## src/rtl/uart_f2c_wb_bridge.sv

```systemverilog
// Fabric-to-core slave bridge: buffers F2C requests in a small FIFO and runs
// each one as a single wishbone classic cycle, returning an F2C response.
module uart_f2c_wb_bridge #(
  parameter int ADDR_W     = 8,
  parameter int DATA_W     = 32,
  parameter int FIFO_DEPTH = 4,
  parameter int TIMEOUT    = 255
) (
  input  logic              clk,
  input  logic              rst,
  input  logic              F2C_ReqValidQ502H,
  input  logic [1:0]        F2C_ReqOpcodeQ502H,
  input  logic [31:0]       F2C_ReqAddressQ502H,
  input  logic [31:0]       F2C_ReqDataQ502H,
  output logic              F2C_ReqStall,
  output logic              F2C_RspValidQ500H,
  output logic [1:0]        F2C_RspOpcodeQ500H,
  output logic [31:0]       F2C_RspAddressQ500H,
  output logic [31:0]       F2C_RspDataQ500H,
  input  logic              F2C_RspStall,
  output logic              wb_cyc_o,
  output logic              wb_stb_o,
  output logic              wb_we_o,
  output logic [ADDR_W-1:0] wb_adr_o,
  output logic [DATA_W-1:0] wb_dat_o,
  output logic [3:0]        wb_sel_o,
  input  logic [DATA_W-1:0] wb_dat_i,
  input  logic              wb_ack_i,
  output logic              timeout_err
);

  localparam int PTR_W = $clog2(FIFO_DEPTH);

  localparam logic [1:0] OP_RD     = 2'b00;
  localparam logic [1:0] OP_WR     = 2'b10;
  localparam logic [1:0] OP_RD_RSP = 2'b01;
  localparam logic [1:0] OP_WR_RSP = 2'b11;

  localparam logic [15:0]     TMO_LAST = 16'(TIMEOUT - 1);
  localparam logic [PTR_W:0]  CNT_FULL = (PTR_W+1)'(FIFO_DEPTH);
  localparam logic [31:0]     TMO_DATA = 32'hDEAD_BEEF;

  typedef enum logic [1:0] {
    S_IDLE,
    S_BUS,
    S_RSP
  } state_t;

  state_t state;

  logic             fifo_we   [FIFO_DEPTH];
  logic [31:0]      fifo_addr [FIFO_DEPTH];
  logic [31:0]      fifo_data [FIFO_DEPTH];
  logic [PTR_W-1:0] wr_ptr;
  logic [PTR_W-1:0] rd_ptr;
  logic [PTR_W:0]   count;
  logic [PTR_W:0]   count_next;
  logic [15:0]      tmo_cnt;

  logic op_legal;
  logic push;
  logic pop;

  assign op_legal = (F2C_ReqOpcodeQ502H == OP_RD) || (F2C_ReqOpcodeQ502H == OP_WR);
  assign push     = F2C_ReqValidQ502H && !F2C_ReqStall && op_legal;
  assign pop      = (state == S_IDLE) && (count != '0);

  always_comb begin
    count_next = count;
    case ({push, pop})
      2'b10:   count_next = count + (PTR_W+1)'(1);
      2'b01:   count_next = count - (PTR_W+1)'(1);
      default: count_next = count;
    endcase
  end

  always_ff @(posedge clk or posedge rst) begin
    if (rst) begin
      wr_ptr       <= '0;
      rd_ptr       <= '0;
      count        <= '0;
      F2C_ReqStall <= 1'b0;
    end else begin
      if (push) wr_ptr <= wr_ptr + PTR_W'(1);
      if (pop)  rd_ptr <= rd_ptr + PTR_W'(1);
      count        <= count_next;
      F2C_ReqStall <= (count_next == CNT_FULL);
    end
  end

  always_ff @(posedge clk) begin
    if (push) begin
      fifo_we[wr_ptr]   <= (F2C_ReqOpcodeQ502H == OP_WR);
      fifo_addr[wr_ptr] <= F2C_ReqAddressQ502H;
      fifo_data[wr_ptr] <= F2C_ReqDataQ502H;
    end
  end

  // Response opcode/address are latched at pop time so they are already
  // stable when RspValid rises; wb_we_o doubles as the current op.
  always_ff @(posedge clk or posedge rst) begin
    if (rst) begin
      state               <= S_IDLE;
      tmo_cnt             <= '0;
      wb_cyc_o            <= 1'b0;
      wb_stb_o            <= 1'b0;
      wb_we_o             <= 1'b0;
      wb_adr_o            <= '0;
      wb_dat_o            <= '0;
      wb_sel_o            <= '0;
      F2C_RspValidQ500H   <= 1'b0;
      F2C_RspOpcodeQ500H  <= '0;
      F2C_RspAddressQ500H <= '0;
      F2C_RspDataQ500H    <= '0;
      timeout_err         <= 1'b0;
    end else begin
      wb_sel_o    <= '1;
      timeout_err <= 1'b0;
      case (state)
        S_IDLE: begin
          if (pop) begin
            wb_cyc_o            <= 1'b1;
            wb_stb_o            <= 1'b1;
            wb_we_o             <= fifo_we[rd_ptr];
            wb_adr_o            <= fifo_addr[rd_ptr][ADDR_W-1:0];
            wb_dat_o            <= DATA_W'(fifo_data[rd_ptr]);
            F2C_RspOpcodeQ500H  <= fifo_we[rd_ptr] ? OP_WR_RSP : OP_RD_RSP;
            F2C_RspAddressQ500H <= fifo_addr[rd_ptr];
            tmo_cnt             <= '0;
            state               <= S_BUS;
          end
        end
        S_BUS: begin
          if (wb_ack_i) begin
            wb_cyc_o          <= 1'b0;
            wb_stb_o          <= 1'b0;
            wb_we_o           <= 1'b0;
            F2C_RspValidQ500H <= 1'b1;
            F2C_RspDataQ500H  <= wb_we_o ? '0 : 32'(wb_dat_i);
            state             <= S_RSP;
          end else if (tmo_cnt == TMO_LAST) begin
            wb_cyc_o          <= 1'b0;
            wb_stb_o          <= 1'b0;
            wb_we_o           <= 1'b0;
            F2C_RspValidQ500H <= 1'b1;
            F2C_RspDataQ500H  <= TMO_DATA;
            timeout_err       <= 1'b1;
            state             <= S_RSP;
          end else begin
            tmo_cnt <= tmo_cnt + 16'd1;
          end
        end
        S_RSP: begin
          if (!F2C_RspStall) begin
            F2C_RspValidQ500H <= 1'b0;
            state             <= S_IDLE;
          end
        end
        default: state <= S_IDLE;
      endcase
    end
  end

endmodule

```

## config.mk

```make
export PLATFORM = sky130hd
export DESIGN_NAME = uart_f2c_wb_bridge
export DESIGN_NICKNAME = d
export VERILOG_FILES = /design/src/rtl/uart_f2c_wb_bridge.sv
export SDC_FILE = /design/constraint.sdc
export NUM_CORES = 1
export LEC_CHECK = 0
export CAP_MARGIN = 10
export CORE_ASPECT_RATIO = 0.9
export CORE_MARGIN = 2
export CORE_UTILIZATION = 45
export CTS_CLUSTER_DIAMETER = 100
export DETAILED_ROUTE_END_ITERATION = 12
export GPL_ROUTABILITY_DRIVEN = 0
export PLACE_DENSITY = 0.65
export SETUP_SLACK_MARGIN = 0.15
export SLEW_MARGIN = 20
export SYNTH_ARGS = -nofsm -noshare
export SYNTH_HDL_FRONTEND = slang
export SYNTH_SLANG_ARGS = --single-unit
```

## constraint.sdc

```tcl
create_clock -name clk -period 6.7 [get_ports clk]
set_clock_uncertainty 0.1 [all_clocks]
set_input_delay 1.34 -clock clk [delete_from_list [all_inputs] [get_ports clk]]
set_output_delay 1.34 -clock clk [all_outputs]
set_load 0.005 [all_outputs]
```

==> impl_results.md, run 1 <==
- Status: complete, no violations
- Mux cell area share after synthesis: around a tenth
- Area grow syn2layout: 25.8%
- Avg Inst Size Synth: ~16 sq um
- Main synth FF type: edfxtp_1
- Vias per inst: 5.21
- Synth Area in Compound Gates: under 10%
- Root Driver: clkbuf_16
- Post-Synth Simple-Gate Area: under 10%
- FF-to-FF End: F2C_ReqStall
- DPL Wire Length: 18500 um
- CTS Hold Bufs: 0
- CTS max path bufs: 3
- Tmin final: approximately 3800 ps
- Max_slew headroom: between 30% and 40%
- # port buffers: about 220
- Crit. Startpoint: count[0]
- First-pass GRT wire length: just under 50000 um
- CTS Buf Count: 40
- Commonest non-fill, non-tap cells in the layout: 260 x edfxtp_1, 221 x nand2_1, 218 x clkdlybuf4s50_1, 127 x dfrtp_1, 65 x mux4_2
- Layout cells sized above 1: a little over an eighth
- Vias after detailed routing: between 8000 and 9000
- YS warnings: 0
- Initial drt markers: 487
- Setup violations, final: 0
- Post-CTS Setup Inserts: 0
- Setup crit end kind: flip-flop
- Worst endpoint required time: roughly 7000 ps
- Hold crit path type: flip-flop to flip-flop
- 1st-pass router iterations: 5
- H-tree Lvls: 2
- CP Data Arrival Time: 4110 ps
- Worst VDD drop: between 0.2 and 0.25 mV
- Final antenna-violating net count: 0
- Initial antenna violation count: 2
- CTS tree: done
- Number of I/O pins: 219
- Final Hold Vio Count: 0
- Die height: between 150 and 200 um
- Cell variety after synth: between 40 and 50
- Post-CTS Resized: 0
- Synth Area in XOR/XNOR: less than 1%
- GR Util All Layers: a little under a fifth
- Clk Latency, worst-skew pair: 540 ps
- Syn Nets: about 1000
- Final setup TNS: 0 ps
- WS Path Type: flip-flop to flip-flop
- Drt total wl: 30700 um
- Largest family of logic cells by synthesized area: multiplexers
- Reg2Reg Depth: 11
- Crit path to: F2C_ReqStall
- EDFF count, synth: 260
- Post-route DRC violation count: 0
- Placed insts: 1500
- Post-route clock period utilization: a little under three fifths
- Final slew viol count: 0
- DIE AREA: ~0.034 sq mm
- Crit-path max FO: 70
- Fin cells: 1574
- Fmax: 264 MHz
- Asr flop ratio synth: between 30% and 40%
- Worst reg2reg setup slack: about 2900 ps
- Die width: approximately 200 um
- Row count: 63
- Tightest Pin Transition: 1030 ps
- PwrDens: around 440 mW/mm^2
- Post-Synth Adder-Cell Area: 0.724%
- RSZ-0062 raised after global routing: no
- MaxCap Viol Count: 0
- Post-Synthesis Cell Area: about 0.015 sq mm
- GR Overflow Total: 0
- Number of global-route vias before repair: 8597
- Final net count: ~1200
- Effective utilization at floorplan: between 40% and 50%
- Clock transition at the registers of the reported paths: approximately 60 ps
- Synth Instances: 910
- Core area: ~0.033 sq mm
- Leak: between 6 and 7 nW
- R2R Path Start: count[0]
- Largest net degree at the start of global routing: between 70 and 80
- Clk sinks: around 400
- Commonest non-fill, non-tap cell in the layout: edfxtp_1
- Hold Path Cell Cnt: 1
- #FFs+latches synth: between 300 and 400
- Sequential share of the synthesized area: about three quarters
- Drt wl/cell: 19.5 um
- Setup crit start kind: flip-flop
cell usage after synthesis, drive strengths merged, types with 5 or more instances:
| cell type | count | area [sq um] |
|---|---|---|
| and2 | 5 | 31.3 |
| inv | 13 | 48.8 |
| buf | 33 | 213 |
| edfxtp | 260 | 7810 |
| nand4 | 5 | 46.3 |
| nand3 | 14 | 70.1 |
| ha | 7 | 87.6 |
| dfrtp | 129 | 3230 |
| o22a | 24 | 210 |
| nor2 | 11 | 43.8 |
| o31ai | 8 | 65.1 |
| nand2 | 222 | 841 |
| mux4 | 65 | 1460 |
| clkbuf | 23 | 86.3 |
| o21ai | 22 | 110 |
| nor2b | 27 | 169 |
per-layer routing:
metal	vias to the layer above	global-route usage (%)	share of wire [%]
met2	252	30.0	49
met4	0	4.39	1.4
met5	-	0	0
met1	4151	24.7	44
met3	34	3.71	5.9
li1	3763	-	-
cells by family (layout without fill, tap and decap cells):
group	Yosys count	in the layout
AOI/OAI and AO/OA	70	70
xor gates and xnor gates	6	6
adders and majority gates	8	8
buffers and inverters	69	310
DFF	389	389
muxes	66	66
other	1	2
and+or+nand+nor	301	301
worst min-delay path by stage:
stage                               start               endpoint
floorplan                        count[2]               count[2]
global placement     F2C_RspDataQ500H[22]   F2C_RspDataQ500H[22]
detailed placement    F2C_RspDataQ500H[8]    F2C_RspDataQ500H[8]
CTS                   F2C_RspDataQ500H[8]    F2C_RspDataQ500H[8]
global route         F2C_RspDataQ500H[17]   F2C_RspDataQ500H[17]
finish              F2C_RspOpcodeQ500H[0]  F2C_RspOpcodeQ500H[0]
critical path: stages, from the launching register on:
cell     delay, ps
dfrtp_1        390
nor3_1          70
or3_4          650
inv_2          470
buf_4          580
ha_1           290
inv_1           60
fa_1           370
xor2_1         150
nor2_1         110
xor2_1         200
nor3b_1        230
stage by stage:
step                      util [%]  instance area (sq um)  total power, mW  worst slack, ps  hold slack (ps)
after CTS                     57.2                  18700             8.26             2840              373
after global placement        53.0                  17300             5.94             2670              353
final                         57.2                  18700             8.15             2910              368
after floorplan                  -                  14900             4.87             1820              353
after detailed placement      53.0                  17300             6.00             2630              361
after global routing          57.2                  18700             8.61             2600              388
flip-flops by register name, indices dropped and copies added, names as in the netlist:
name / count
count: 3
F2C_RspOpcodeQ500H: 2
wb_dat_o: 32
wr_ptr: 2
F2C_ReqStall: 1
wb_sel_o: 1
fifo_we: 4
timeout_err: 1
rd_ptr: 2
fifo_data: 128
F2C_RspAddressQ500H: 32
state: 2
F2C_RspValidQ500H: 1
tmo_cnt: 16
wb_stb_o: 1
fifo_addr: 128
F2C_RspDataQ500H: 32
wb_we_o: 1
where the power goes:
group	internal (mW)	switching, mW	total [mW]
sequential	3.09	0.392	3.48
combinational	1.30	1.11	2.41
clock	1.37	0.887	2.26
layout make-up:
cell class | count | area [sq um]
fill | 2519 | 14000
sequential | 389 | 11000
multi-input combinational | 452 | 3490
timing repair buffer | 224 | 2230
clock buffer | 55 | 1130
tap | 422 | 528
clock inverter | 18 | 224
inverter | 13 | 53.8
antenna | 1 | 2.50
Note: power is estimated with default switching activity, not from simulation.
==> run 2, diff against run 1 <==
==> constraint.sdc (replaced) <==
create_clock -name clk -period 3.9 [get_ports clk]
set_clock_uncertainty 0.1 [all_clocks]
set_input_delay 0.78 -clock clk [delete_from_list [all_inputs] [get_ports clk]]
set_output_delay 0.78 -clock clk [all_outputs]
set_load 0.005 [all_outputs]
==> impl_results.md, run 2 (synthesis gave the netlist of run 1 again) <==
- Setup crit start kind: input pin
- Drt wl/cell: 19.4 um (-0.37%)
- Critical-path cell list: clkdlybuf4s50_1 -> nor3b_1 -> buf_4 -> inv_1 -> ha_1 -> inv_1 -> fa_1 -> xor2_1 -> nor2_1 -> xor2_1 -> nor3b_1
- First-pass GRT wire length: 49900 um (+3.7%)
- CTS Hold Bufs: 0 (unchanged)
- Worst VDD drop: 0.525 mV (+130%)
- Status: complete, no violations
- RSZ-0062 raised after global routing: no
- Final net count: 1245 (+1.1%)
- H-tree Lvls: 2 (unchanged)
- Fmax: 409 MHz
- Hold crit path type: flip-flop to flip-flop
- Post-DP Area: 0.0175 sq mm (+1.0%)
- Root Driver: clkbuf_16
- Leak: 7.00 nW (+0.49%)
- Post-CTS Resized: 0 (unchanged)
- Hold Slack: 369 ps (+0.419 ps)
- Critical path buffer and inverter count: 4 (+1)
- Crit-path max FO: 8 (-89%)
- PwrDens: 736 mW/mm^2 (+69%)
- 1st-pass router iterations: 5 (unchanged)
- Row count: 63 (unchanged)
- Largest net degree at the start of global routing: 74 (+4.2%)
- Drt total wl: 30800 um (+0.52%)
- Utilization after layout: 57.4% (+0.24 points)
- Core area: 0.0327 sq mm (unchanged)
- Post-route clock period utilization: about 63%
- Worst endpoint required time: 4230 ps (-2790 ps)
- Cell family with most CP delay: buffers and inverters
- CP max stage delay: 400 ps (-250 ps)
- Clk Latency, worst-skew pair: 520 ps (-20 ps)
- Tightest Pin Transition: 861 ps (-174 ps)
- Final antenna-violating net count: 0 (unchanged)
- CP Data Arrival Time: 2780 ps (-1330 ps)
- Tmin final: about 2400 ps
- Top flop regs: fifo_addr (128), fifo_data (128)
- Max_slew headroom: 42.6% (+12 points)
- Die width: 196 um (unchanged)
- Area grow syn2layout: 26.4%
- Clock transition at the registers of the reported paths: 50 ps (about the same)
- Final slew viol count: 0 (unchanged)
- Die height: 176 um (unchanged)
- CTS tree: done
- DPL Wire Length: 19300 um (+4.0%)
- DIE AREA: 0.0345 sq mm (unchanged)
- Effective utilization at floorplan: 45.4% (unchanged)
- CP max stage cell: clkdlybuf4s50_1
- Fin area: 0.0188 sq mm (+0.43%)
- CTS Buf Count: 40 (unchanged)
- Vias after detailed routing: 8304 (+1.3%)
- # fillers: 2555 (+1.4%)
- Initial antenna violation count: 5 (+3)
- Number of global-route vias before repair: 8863 (+3.1%)
- Post-route DRC violation count: 0 (unchanged)
- Commonest non-fill, non-tap cell in the layout: edfxtp_1
- Setup violations, final: 0 (unchanged)
- Vias per inst: 5.23 (+0.38%)
- Setup crit end kind: flip-flop
- Number of I/O pins: 219 (unchanged)
- Final Hold Vio Count: 0 (unchanged)
- Initial drt markers: 467 (-4.1%)
- GR Overflow Total: 0 (unchanged)
- Commonest non-fill, non-tap cells in the layout: 260 x edfxtp_1, 221 x nand2_1, 218 x clkdlybuf4s50_1, 127 x dfrtp_1, 65 x mux4_2
- WS Path Type: input pin to flip-flop
- Layout cells sized above 1: 13.7% (+0.63 points)
- MaxCap Viol Count: 0 (unchanged)
- CTS max path bufs: 3 (unchanged)
- Clk sinks: 389 (unchanged)
- GR Util All Layers: 18.6% (+0.54 points)
- # port buffers: 218 (unchanged)
- Post-CTS Setup Inserts: 0 (unchanged)
- Final setup TNS: 0 ps (unchanged)
==> run 2: cell count changes in the layout (fill, tap and decap cells not counted), sizes merged <==
cell and delta:
clkinvlp +1, buf +14, bufinv -4, diode +1
clkbuf +7, clkinv -4, inv -1
==> run 2: path summary, 6_finish.rpt <==
check | end | cells after the start | slack, ps | start
max in group asynchronous | F2C_RspAddressQ500H[4] | 3 | 2500 | rst
max reg2reg | tmo_cnt[8] | 7 | 1500 | count[0]
min | F2C_RspDataQ500H[17] | 2 | 370 | F2C_RspDataQ500H[17]
min in group asynchronous | F2C_RspAddressQ500H[11] | 2 | 500 | rst
max | F2C_ReqStall | 11 | 1450 | F2C_ReqValidQ502H
min reg2reg | F2C_RspDataQ500H[17] | 2 | 370 | F2C_RspDataQ500H[17]
==> run 2: cell type report <==
cell class | count | area, sq um | area share, %
tap | 422 | 528 | 2.81
sequential | 389 | 11000 | 58.8
inverter | 13 | 52.6 | 0.280
antenna | 2 | 5.00 | 0.0267
multi-input combinational | 452 | 3490 | 18.6
clock inverter | 10 | 86.3 | 0.460
clock buffer | 62 | 1160 | 6.20
timing repair buffer | 238 | 2410 | 12.8
==> run 2: tightest hold or removal path, delay by kind of cell (launching register included) <==
| kind | cells | cell delay [ps] |
|---|---|---|
| AND/OR/NAND/NOR | 2 | 100 |
| flip-flops | 1 | 340 |
==> run 2: metal layers <==
metal  wire length [um]  vias up  track usage [%]
met3               1900       48             4.58
met4                556        6             4.26
met1              13700     4229             25.9
met5                 41        -                0
met2              14600      228             29.8
li1                   -     3793                -
==> run 2: per-stage QoR <==
step | power [mW] | setup WS, ps | instances
floorplan | 8.37 | 477 | 910
global placement | 10.3 | 963 | 1514
detailed placement | 10.4 | 892 | 1514
CTS | 14.0 | 1460 | 1586
global route | 14.7 | 1260 | 1586
finish | 13.8 | 1450 | 1588
==> run 2: power breakdown <==
group	internal [mW]	switching, mW	leakage (nW)
registers	5.30	0.598	3.94
logic	2.30	2.00	2.44
clock network	2.12	1.48	0.613
==> run 3, diff against run 2 <==
--- a/config.mk
+++ b/config.mk
@@ -12,7 +12,7 @@
 export CTS_CLUSTER_DIAMETER = 100
 export DETAILED_ROUTE_END_ITERATION = 12
 export GPL_ROUTABILITY_DRIVEN = 0
-export PLACE_DENSITY = 0.65
+export PLACE_DENSITY = 0.68
 export SETUP_SLACK_MARGIN = 0.15
 export SLEW_MARGIN = 20
 export SYNTH_ARGS = -nofsm -noshare
==> constraint.sdc (replaced) <==
create_clock -name clk -period 2.1 [get_ports clk]
set_clock_uncertainty 0.1 [all_clocks]
set_input_delay 0.42 -clock clk [delete_from_list [all_inputs] [get_ports clk]]
set_output_delay 0.42 -clock clk [all_outputs]
set_load 0.005 [all_outputs]
==> impl_results.md, run 3 (synthesis gave the netlist of run 1 again) <==
- First-pass GRT wire length: 51700 um (+3.6%)
- Worst reg2reg setup slack: -20 ps (-1520 ps)
- Post-route DRC violation count: 0 (unchanged)
- Final setup TNS: -16.0 ps (-16.0 ps)
- Final net count: 1309 (+5.1%)
- Vias after detailed routing: 8642 (+4.1%)
- Die height: 176 um (unchanged)
- Tightest Pin Transition: 925 ps (+64.1 ps)
- PwrDens: 1380 mW/mm^2 (+87%)
- Max_slew headroom: 38.4% (-4.3 points)
- Placement Setup Slack: -338 ps (-1230 ps)
- GR Util All Layers: 19.5% (+0.92 points)
- Worst VDD drop: 0.780 mV (+49%)
- Commonest non-fill, non-tap cells in the layout: 260 x edfxtp_1, 220 x nand2_1, 169 x clkdlybuf4s50_1, 127 x dfrtp_1, 65 x mux4_2
- DPL Wire Length: 21400 um (+11%)
- MaxCap Viol Count: 0 (unchanged)
- Setup crit end kind: flip-flop
- FF+latch area: 0.0110 sq mm (unchanged)
- Core area: 0.0327 sq mm (unchanged)
- Area grow syn2layout: 33.3%
- Setup crit start kind: flip-flop
- Die width: 196 um (unchanged)
- RSZ-0062 raised after global routing: yes
- Setup violations, final: 1 (+1)
- Leak: 7.80 nW (+11%)
- Layout cells sized above 1: 20.4% (+6.7 points)
- Largest net degree at the start of global routing: 70 (-5.4%)
- H-tree Lvls: 2 (unchanged)
- Clock transition at the registers of the reported paths: 60 ps (about the same)
- # fillers: 2482 (-2.9%)
- Post-DP Area: 0.0180 sq mm (+2.9%)
- Status: finished, violations left
- CTS max path bufs: 3 (unchanged)
- Post-route clock period utilization: 101%
- GR Overflow Total: 0 (unchanged)
- # port buffers: 218 (unchanged)
- Final slew viol count: 0 (unchanged)
- Clk Latency, worst-skew pair: 520 ps (about the same)
- Drt wl/cell: 20.1 um (+3.5%)
- Violated checks: negative setup slack
- CP Data Arrival Time: 2450 ps (-330 ps)
- Hold crit path type: input pin to asynchronous set/reset pin
- Reg2Reg Depth: 9 (+2)
- Number of global-route vias before repair: 9029 (+1.9%)
- Number of I/O pins: 219 (unchanged)
- CTS Buf Count: 41 (+2.5%)
- FF-to-FF End: F2C_ReqStall
- Final Hold Vio Count: 0 (unchanged)
- Initial drt markers: 531 (+14%)
- CTS tree: done
- Drt total wl: 33200 um (+7.8%)
- Root Driver: clkbuf_16
- Commonest non-fill, non-tap cell in the layout: edfxtp_1
- Final worst slack: -16.0 ps (-1470 ps)
- CTS Hold Bufs: 0 (unchanged)
- Row count: 63 (unchanged)
- Tmin final: around 2100 ps
- Fin area: 0.0198 sq mm (+5.5%)
- WS Path Type: flip-flop to flip-flop
- Area of the multi-input gates: 0.00365 sq mm (+4.5%)
- DIE AREA: 0.0345 sq mm (unchanged)
- Vias per inst: 5.23 (about the same)
- Top flop regs: fifo_addr (128), fifo_data (128)
- R2R Path Start: state[1]
- Final antenna-violating net count: 0 (unchanged)
- Initial antenna violation count: 3 (-2)
- 1st-pass router iterations: 5 (unchanged)
- Worst endpoint required time: 2440 ps (-1790 ps)
- Clk sinks: 389 (unchanged)
- Effective utilization at floorplan: 45.4% (unchanged)
- Fmax: between 400 and 500 MHz
- Crit-path max FO: 2 (-6)
## run 3: worst max path at each step
stage,from,end,cells after the start
5_1_grt,count[1],F2C_ReqStall,10
4_1_cts,state[0],F2C_ReqStall,9
6_report,state[1],F2C_ReqStall,9
3_5_place_dp,F2C_ReqOpcodeQ502H[0],F2C_ReqStall,8
3_3_place_gp,F2C_ReqOpcodeQ502H[0],F2C_ReqStall,10
2_1_floorplan,state[0],F2C_ReqStall,11
## run 3: layer usage
metal	part of all wire [%]	GRT usage (%)	routed length (um)
met5	0.039	0	13
met4	1.8	4.83	585
met3	6.6	4.24	2180
met2	48	32.0	16000
met1	44	26.8	14500
## run 3: final cells by class
type | count | area share (%)
Multi-Input combinational cell | 452 | 18.4
Clock buffer | 62 | 6.04
Timing Repair Buffer | 301 | 15.8
Clock inverter | 13 | 0.998
Inverter | 13 | 0.278
Tap cell | 422 | 2.67
Sequential cell | 389 | 55.7
Antenna cell | 1 | 0.0126
## run 3: what timing repair did
item,in CTS,in global routing
endpoints found under the setup margin,59,126
pin swaps,3,40
resized for setup,33,55
setup buffers,8,9
cloned,0,2
## run 3: critical path: stages, from the launching register on
cell     delay [ps]
dfrtp_1         390
or3_4           390
inv_4            70
ha_4            120
inv_2            30
fa_2            320
xor2_1          140
nor2_1          110
xor2_1          180
nor3b_2         180
## run 3: power breakdown
| part | total, mW | switching, mW | internal, mW |
|---|---|---|---|
| clock | 7.36 | 2.82 | 4.55 |
| combinational | 9.24 | 4.40 | 4.84 |
| sequential | 10.7 | 0.811 | 9.85 |
| total | 27.3 | 8.03 | 19.2 |
## run 3: stage by stage
| stage | hold slack, ps | utilization, % | cells | total power, mW |
|---|---|---|---|---|
| 6_report | 222 | 60.6 | 1653 | 27.3 |
| 5_1_grt | 239 | 60.5 | 1652 | 28.8 |
| 4_1_cts | 218 | 59.6 | 1641 | 27.3 |
| 3_5_place_dp | 354 | 55.1 | 1558 | 19.8 |
| 3_3_place_gp | 351 | 55.1 | 1558 | 19.6 |
| 2_1_floorplan | 348 | - | 910 | 15.6 |
